`config.mk`:
```
export PLATFORM = sky130hd
export DESIGN_NAME = dip_led_io
export DESIGN_NICKNAME = d
export VERILOG_FILES = /design/src/rtl/io_pkg.sv /design/src/rtl/dip_led_io_debounce_channel.sv /design/src/rtl/dip_led_io.sv
export SDC_FILE = /design/constraint.sdc
export NUM_CORES = 1
export LEC_CHECK = 0
export CORE_ASPECT_RATIO = 0.7
export CORE_MARGIN = 2
export CORE_UTILIZATION = 35
export DETAILED_ROUTE_END_ITERATION = 6
export GPL_ROUTABILITY_DRIVEN = 0
export PLACE_DENSITY_LB_ADDON = 0.12
export SLEW_MARGIN = 25
export SYNTH_ARGS = -nofsm -noshare
export SYNTH_HDL_FRONTEND = slang
export SYNTH_SLANG_ARGS = --single-unit
```
`constraint.sdc`:
```
create_clock -name clk -period 5.25 [get_ports clk]
set_input_delay 1.05 -clock clk [delete_from_list [all_inputs] [get_ports clk]]
set_output_delay 1.05 -clock clk [all_outputs]
set_load 0.01 [all_outputs]
```
`src/rtl/io_pkg.sv`:
```
// Shared encodings for the DIP switch / LED trainer block.
// Mode values select which internal state drives the LEDs.
package io_pkg;

  localparam logic [1:0] MODE_PASS   = 2'b00;
  localparam logic [1:0] MODE_TOGGLE = 2'b01;
  localparam logic [1:0] MODE_LATCH  = 2'b10;
  localparam logic [1:0] MODE_COUNT  = 2'b11;

endpackage

```
`src/rtl/dip_led_io_debounce_channel.sv`:
```
// One switch channel: two-flop synchronizer, stability counter, debounced
// level and a registered 0->1 edge pulse.
module debounce_channel #(
  parameter int DEBOUNCE_CYCLES = 16
) (
  input  logic clk,
  input  logic rst,
  input  logic din,
  output logic stable,
  output logic rise_pulse,
  output logic rise_next
);

  localparam int CW = (DEBOUNCE_CYCLES > 1) ? $clog2(DEBOUNCE_CYCLES) : 1;
  localparam logic [CW-1:0] CNT_LAST = CW'(DEBOUNCE_CYCLES - 1);

  logic          sync1_q, sync2_q;
  logic          stable_q, stable_d;
  logic          stable_prev_q;
  logic          rise_q, rise_d;
  logic [CW-1:0] cnt_q, cnt_d;

  // The counter only runs while the synchronized input disagrees with the
  // accepted level; any agreement or an acceptance restarts it from zero.
  always_comb begin
    cnt_d    = '0;
    stable_d = stable_q;
    if (sync2_q != stable_q) begin
      if (cnt_q == CNT_LAST) begin
        stable_d = sync2_q;
      end else begin
        cnt_d = cnt_q + CW'(1);
      end
    end
    rise_d = stable_q & ~stable_prev_q;
  end

  always_ff @(posedge clk or posedge rst) begin
    if (rst) begin
      sync1_q       <= 1'b0;
      sync2_q       <= 1'b0;
      cnt_q         <= '0;
      stable_q      <= 1'b0;
      stable_prev_q <= 1'b0;
      rise_q        <= 1'b0;
    end else begin
      sync1_q       <= din;
      sync2_q       <= sync1_q;
      cnt_q         <= cnt_d;
      stable_q      <= stable_d;
      stable_prev_q <= stable_q;
      rise_q        <= rise_d;
    end
  end

  assign stable     = stable_q;
  assign rise_pulse = rise_q;
  assign rise_next  = rise_d;

endmodule

```
`src/rtl/dip_led_io.sv`:
```
// DIP switch to LED trainer: per-channel debounce plus toggle, latch and
// rise-count state, with a registered LED mux chosen by mode.
module dip_led_io
  import io_pkg::*;
#(
  parameter int WIDTH           = 8,
  parameter int DEBOUNCE_CYCLES = 16
) (
  input  logic             clk,
  input  logic             rst,
  input  logic [WIDTH-1:0] trainer_dip,
  input  logic [1:0]       mode,
  input  logic             clear,
  output logic [WIDTH-1:0] led,
  output logic [WIDTH-1:0] sw_state,
  output logic [WIDTH-1:0] rise_pulse
);

  logic [WIDTH-1:0] rise_next;
  logic [WIDTH-1:0] toggle_q, toggle_d;
  logic [WIDTH-1:0] latch_q, latch_d;
  logic [WIDTH-1:0] count_q, count_d;
  logic [WIDTH-1:0] led_q, led_d;

  for (genvar i = 0; i < WIDTH; i++) begin : g_ch
    debounce_channel #(
      .DEBOUNCE_CYCLES(DEBOUNCE_CYCLES)
    ) u_ch (
      .clk       (clk),
      .rst       (rst),
      .din       (trainer_dip[i]),
      .stable    (sw_state[i]),
      .rise_pulse(rise_pulse[i]),
      .rise_next (rise_next[i])
    );
  end

  // Mode state advances on the same edge that registers rise_pulse, so the
  // LED sees it one edge later; clear beats a coincident rise.
  always_comb begin
    toggle_d = toggle_q ^ rise_next;
    latch_d  = latch_q | rise_next;
    count_d  = count_q;
    if (|rise_next) begin
      count_d = count_q + WIDTH'(1);
    end
    if (clear) begin
      toggle_d = '0;
      latch_d  = '0;
      count_d  = '0;
    end
  end

  always_comb begin
    led_d = sw_state;
    case (mode)
      MODE_PASS:   led_d = sw_state;
      MODE_TOGGLE: led_d = toggle_q;
      MODE_LATCH:  led_d = latch_q;
      MODE_COUNT:  led_d = count_q;
      default:     led_d = sw_state;
    endcase
  end

  always_ff @(posedge clk or posedge rst) begin
    if (rst) begin
      toggle_q <= '0;
      latch_q  <= '0;
      count_q  <= '0;
      led_q    <= '0;
    end else begin
      toggle_q <= toggle_d;
      latch_q  <= latch_d;
      count_q  <= count_d;
      led_q    <= led_d;
    end
  end

  assign led = led_q;

endmodule
```
==> metrics.log <==
[metrics] outcome: finished, final reports clean
[metrics] cell at the root of the clock tree: sky130_fd_sc_hd__clkbuf_16
[metrics] CTS tree: done
[metrics] clk buf depth: 2
[metrics] clk slew on worst S/H paths: 0.06 ns
[metrics] leakage power of the design: 2.14 nW
[metrics] finished layout cell area: 4930 sq um
[metrics] Initial Utilization: 36.0%
[metrics] list of cells traversed by the critical path: clkdlybuf4s50_1
[metrics] slew of the pin with the lowest slew margin: 0.626 ns
[metrics] reg2reg setup slack: 3.45 ns
[metrics] antenna violations before repair: 0
[metrics] Post-Synthesis Cells: 319
[metrics] global-route usage over all layers: 12.0%
[metrics] maximum capacitance violations: 0
[metrics] Worst Path Buf+Inv: 1
[metrics] CP Launch Type: flip-flop
[metrics] TritonCTS sink count: 104
[metrics] number of synthesized flops with an enable pin: 0
[metrics] Die Width: 135 microns
[metrics] clock latency reported for the late side of the worst-skew pair: 0.34 ns
[metrics] core area: 11,700 sq um
[metrics] standard cell with the maximum stage delay on the critical path: sky130_fd_sc_hd__clkdlybuf4s50_1
[metrics] count of port buffers added during placement: 36
[metrics] power density over the cells: 313 nW/um^2
[metrics] main flop type after synthesis: sky130_fd_sc_hd__dfrtp_1
[metrics] number of setup violations in the final report: 0
[metrics] final-stage net count: 369
[metrics] warnings from Yosys: 0
[metrics] total of cells resized after clock tree synthesis: 0
[metrics] Slew Limit Fails: 0
[metrics] maximum net fanout on the critical path: 6
[metrics] share of async-settable or async-resettable flops after synthesis: 100%
[metrics] drt wl/cell: 13.3 microns
[metrics] required time at the worst-slack endpoint: 4.20 ns
[metrics] type of element capturing the critical path: output port
[metrics] setup clock skew after layout: 0.00368 ns
[metrics] Filler Cell Count: 1,108
[metrics] layout overhead on the synthesized area: 17.0%
[metrics] maximum number of pins on one net before global-route repair: 38
[metrics] Boundary Pins: 37
[metrics] area of the mapped netlist: 4220 sq um
[metrics] sequential-to-total area share from yosys stat: 61.7%
[metrics] Top delay family on crit path: buffers and inverters
[metrics] row count: 33
[metrics] via total after detailed routing: 2,331
[metrics] first-iteration detailed-routing DRC count: 60
[metrics] number of setup buffers added after CTS: 0
[metrics] share of cells above drive strength 1: 13.6%
[metrics] period utilisation layout: 46.1%
[metrics] number of distinct standard cells referenced by the synthesized netlist: 29
[metrics] Seq cells post-synth: 104
[metrics] remaining global-route overflow: 0
[metrics] syn avg cell area: 13.2 sq um
[metrics] setup repair after global routing missed its margin: false
[metrics] Max stage delay on crit path: 0.58 ns
[metrics] via count of the first global-routing pass: 2,380
[metrics] final hold slack: 0.348 ns
[metrics] diode count: 0
[metrics] HPWL after DPL: 4.52 mm
[metrics] DRC Markers: 0
[metrics] wirelength, routed: 6.79 mm
[metrics] detailed-routing iteration count for the pre-antenna-repair pass: 6
[metrics] hold violation total from the final report: 0
[metrics] via density per instance: 4.58
[metrics] Fin Setup TNS: 0 ns
[metrics] cell area after placement: 4650 sq um
[metrics] data arrival time of the critical path: 1.37 ns
[metrics] y dimension of the die: 95.8 microns
[metrics] share of the core filled with cells: 42.1%
[metrics] CTS H-tree depth: 3
[metrics] number of buffers created by CTS: 9
[metrics] Max-Slew Margin vs Limit: 58.1%
[metrics] Period minus WS final: 2.42 ns
[metrics] Die Outline Area: 13,000 sq um
[metrics] Net Count, Synth: 341
[metrics] number of routed nets with antenna violations: 0
[metrics] count of hold-fix buffers inserted at cts: 0
[metrics] Peak supply drop: 0.147 mV
[metrics] Highest Clock Rate: 413 MHz
[metrics] worst setup path category: flip-flop to output port
[metrics] global-route wire length before repair: 11.9 mm
[metrics] class of the tightest hold or removal check: flip-flop to flip-flop
## cell families (layout without fill, tap and decap cells)
family                   count (synthesis)  in the layout  share of synthesized area (%)
adder cells (fa/ha/maj)                  9              9                           2.67
multiplexers                            22             22                           8.01
flip-flops                             104            104                           61.7
AND/OR/NAND/NOR                         97             97                           14.4
buffers and inverters                   30             63                           4.12
AO/OA/AOI/OAI                           33             33                           4.12
XOR/XNOR                                24             24                           4.99
## sequential cells by signal, indices dropped and copies added (netlist names)
| name | cells |
|---|---|
| g_ch.u_ch.cnt_q | 32 |
| led | 8 |
| g_ch.u_ch.sync2_q | 8 |
| toggle_q | 8 |
| g_ch.u_ch.stable_prev_q | 8 |
| g_ch.u_ch.sync1_q | 8 |
| g_ch.u_ch.stable | 8 |
| latch_q | 8 |
| count_q | 8 |
| g_ch.u_ch.rise_pulse | 8 |
## layer usage
layer	track usage [%]	part of all wire (%)
met1	17.1	52
met2	17.1	43
met3	4.37	4.5
met4	3.91	0.93
met5	0	0
## Yosys cell counts (all sizes together), types with 4 or more instances
master | n | area [sq um]
clkbuf | 4 | 15.0
nand4b | 8 | 70.1
nor3b | 8 | 60.1
a21oi | 21 | 105
nor2 | 38 | 143
dfrtp | 104 | 2600
ha | 9 | 113
xnor2 | 24 | 210
o21ai | 10 | 53.8
nor2b | 20 | 165
buf | 17 | 125
inv | 9 | 33.8
mux2 | 14 | 158
nand3 | 11 | 55.1
mux4 | 8 | 180
## final cells by class
cell class,instances,area [sq um],area share [%]
inverters,9,36.3,0.736
clock buffers,14,274,5.56
clock inverters,2,12.5,0.254
multi-input cells,185,1440,29.2
flip-flops and latches,104,2600,52.8
repair buffers,38,370,7.51
well taps,157,196,3.98
## final timing paths
kind / start / end / depth (start not counted)
worst max-delay path: g_ch[6].u_ch.stable / sw_state[6] / 1
min in group asynchronous: rst / g_ch[5].u_ch.cnt_q[2] / 2
max in group asynchronous: rst / count_q[2] / 3
worst min register to register: g_ch[7].u_ch.sync1_q / g_ch[7].u_ch.sync2_q / 0
worst min-delay path: g_ch[7].u_ch.sync1_q / g_ch[7].u_ch.sync2_q / 0
worst max register to register: g_ch[7].u_ch.stable / count_q[2] / 4
## cells in the final DEF, fill, tap and decap left out
master	n
sky130_fd_sc_hd__a211oi_1	1
sky130_fd_sc_hd__a21boi_0	1
sky130_fd_sc_hd__a21oi_1	21
sky130_fd_sc_hd__and2b_1	2
sky130_fd_sc_hd__and4_1	1
sky130_fd_sc_hd__buf_2	1
sky130_fd_sc_hd__buf_4	2
sky130_fd_sc_hd__clkbuf_1	2
sky130_fd_sc_hd__clkbuf_16	9
sky130_fd_sc_hd__clkbuf_8	3
sky130_fd_sc_hd__clkdlybuf4s50_1	35
sky130_fd_sc_hd__clkinv_2	1
sky130_fd_sc_hd__clkinvlp_4	1
sky130_fd_sc_hd__dfrtp_1	104
sky130_fd_sc_hd__ha_1	9
sky130_fd_sc_hd__inv_1	8
sky130_fd_sc_hd__inv_4	1
sky130_fd_sc_hd__mux2_1	3
sky130_fd_sc_hd__mux2_2	11
sky130_fd_sc_hd__mux4_2	8
sky130_fd_sc_hd__nand2_1	2
sky130_fd_sc_hd__nand3_1	11
sky130_fd_sc_hd__nand4_1	1
sky130_fd_sc_hd__nand4b_1	8
sky130_fd_sc_hd__nor2_1	38
sky130_fd_sc_hd__nor2b_1	14
sky130_fd_sc_hd__nor2b_2	1
sky130_fd_sc_hd__nor2b_4	5
sky130_fd_sc_hd__nor3_1	2
sky130_fd_sc_hd__nor3b_1	8
sky130_fd_sc_hd__nor4_4	2
sky130_fd_sc_hd__o21ai_0	9
sky130_fd_sc_hd__o21ai_2	1
sky130_fd_sc_hd__or4_4	2
sky130_fd_sc_hd__xnor2_1	24
## metrics by stage
step / cells / setup slack [ns] / power [W]
after floorplan: 319 / 1.47 / 0.000903
after global placement: 493 / 2.44 / 0.000929
after detailed placement: 493 / 2.41 / 0.000930
after CTS: 509 / 2.78 / 0.00158
after global routing: 509 / 2.76 / 0.00162
final: 509 / 2.83 / 0.00154
## report_power, final
part	switching, W	internal (W)
Clock	0.000272	0.000360
Combinational	0.0000399	0.0000315
Sequential	0.0000178	0.000823
## worst register-to-register path, stage by stage, from the launching register on
cell and delay (ns):
sky130_fd_sc_hd__dfrtp_1 0.45, sky130_fd_sc_hd__and2b_1 0.29, sky130_fd_sc_hd__or4_4 0.47, sky130_fd_sc_hd__o21ai_2 0.15, sky130_fd_sc_hd__mux2_1 0.32
Power figures use the tool's default switching activity.
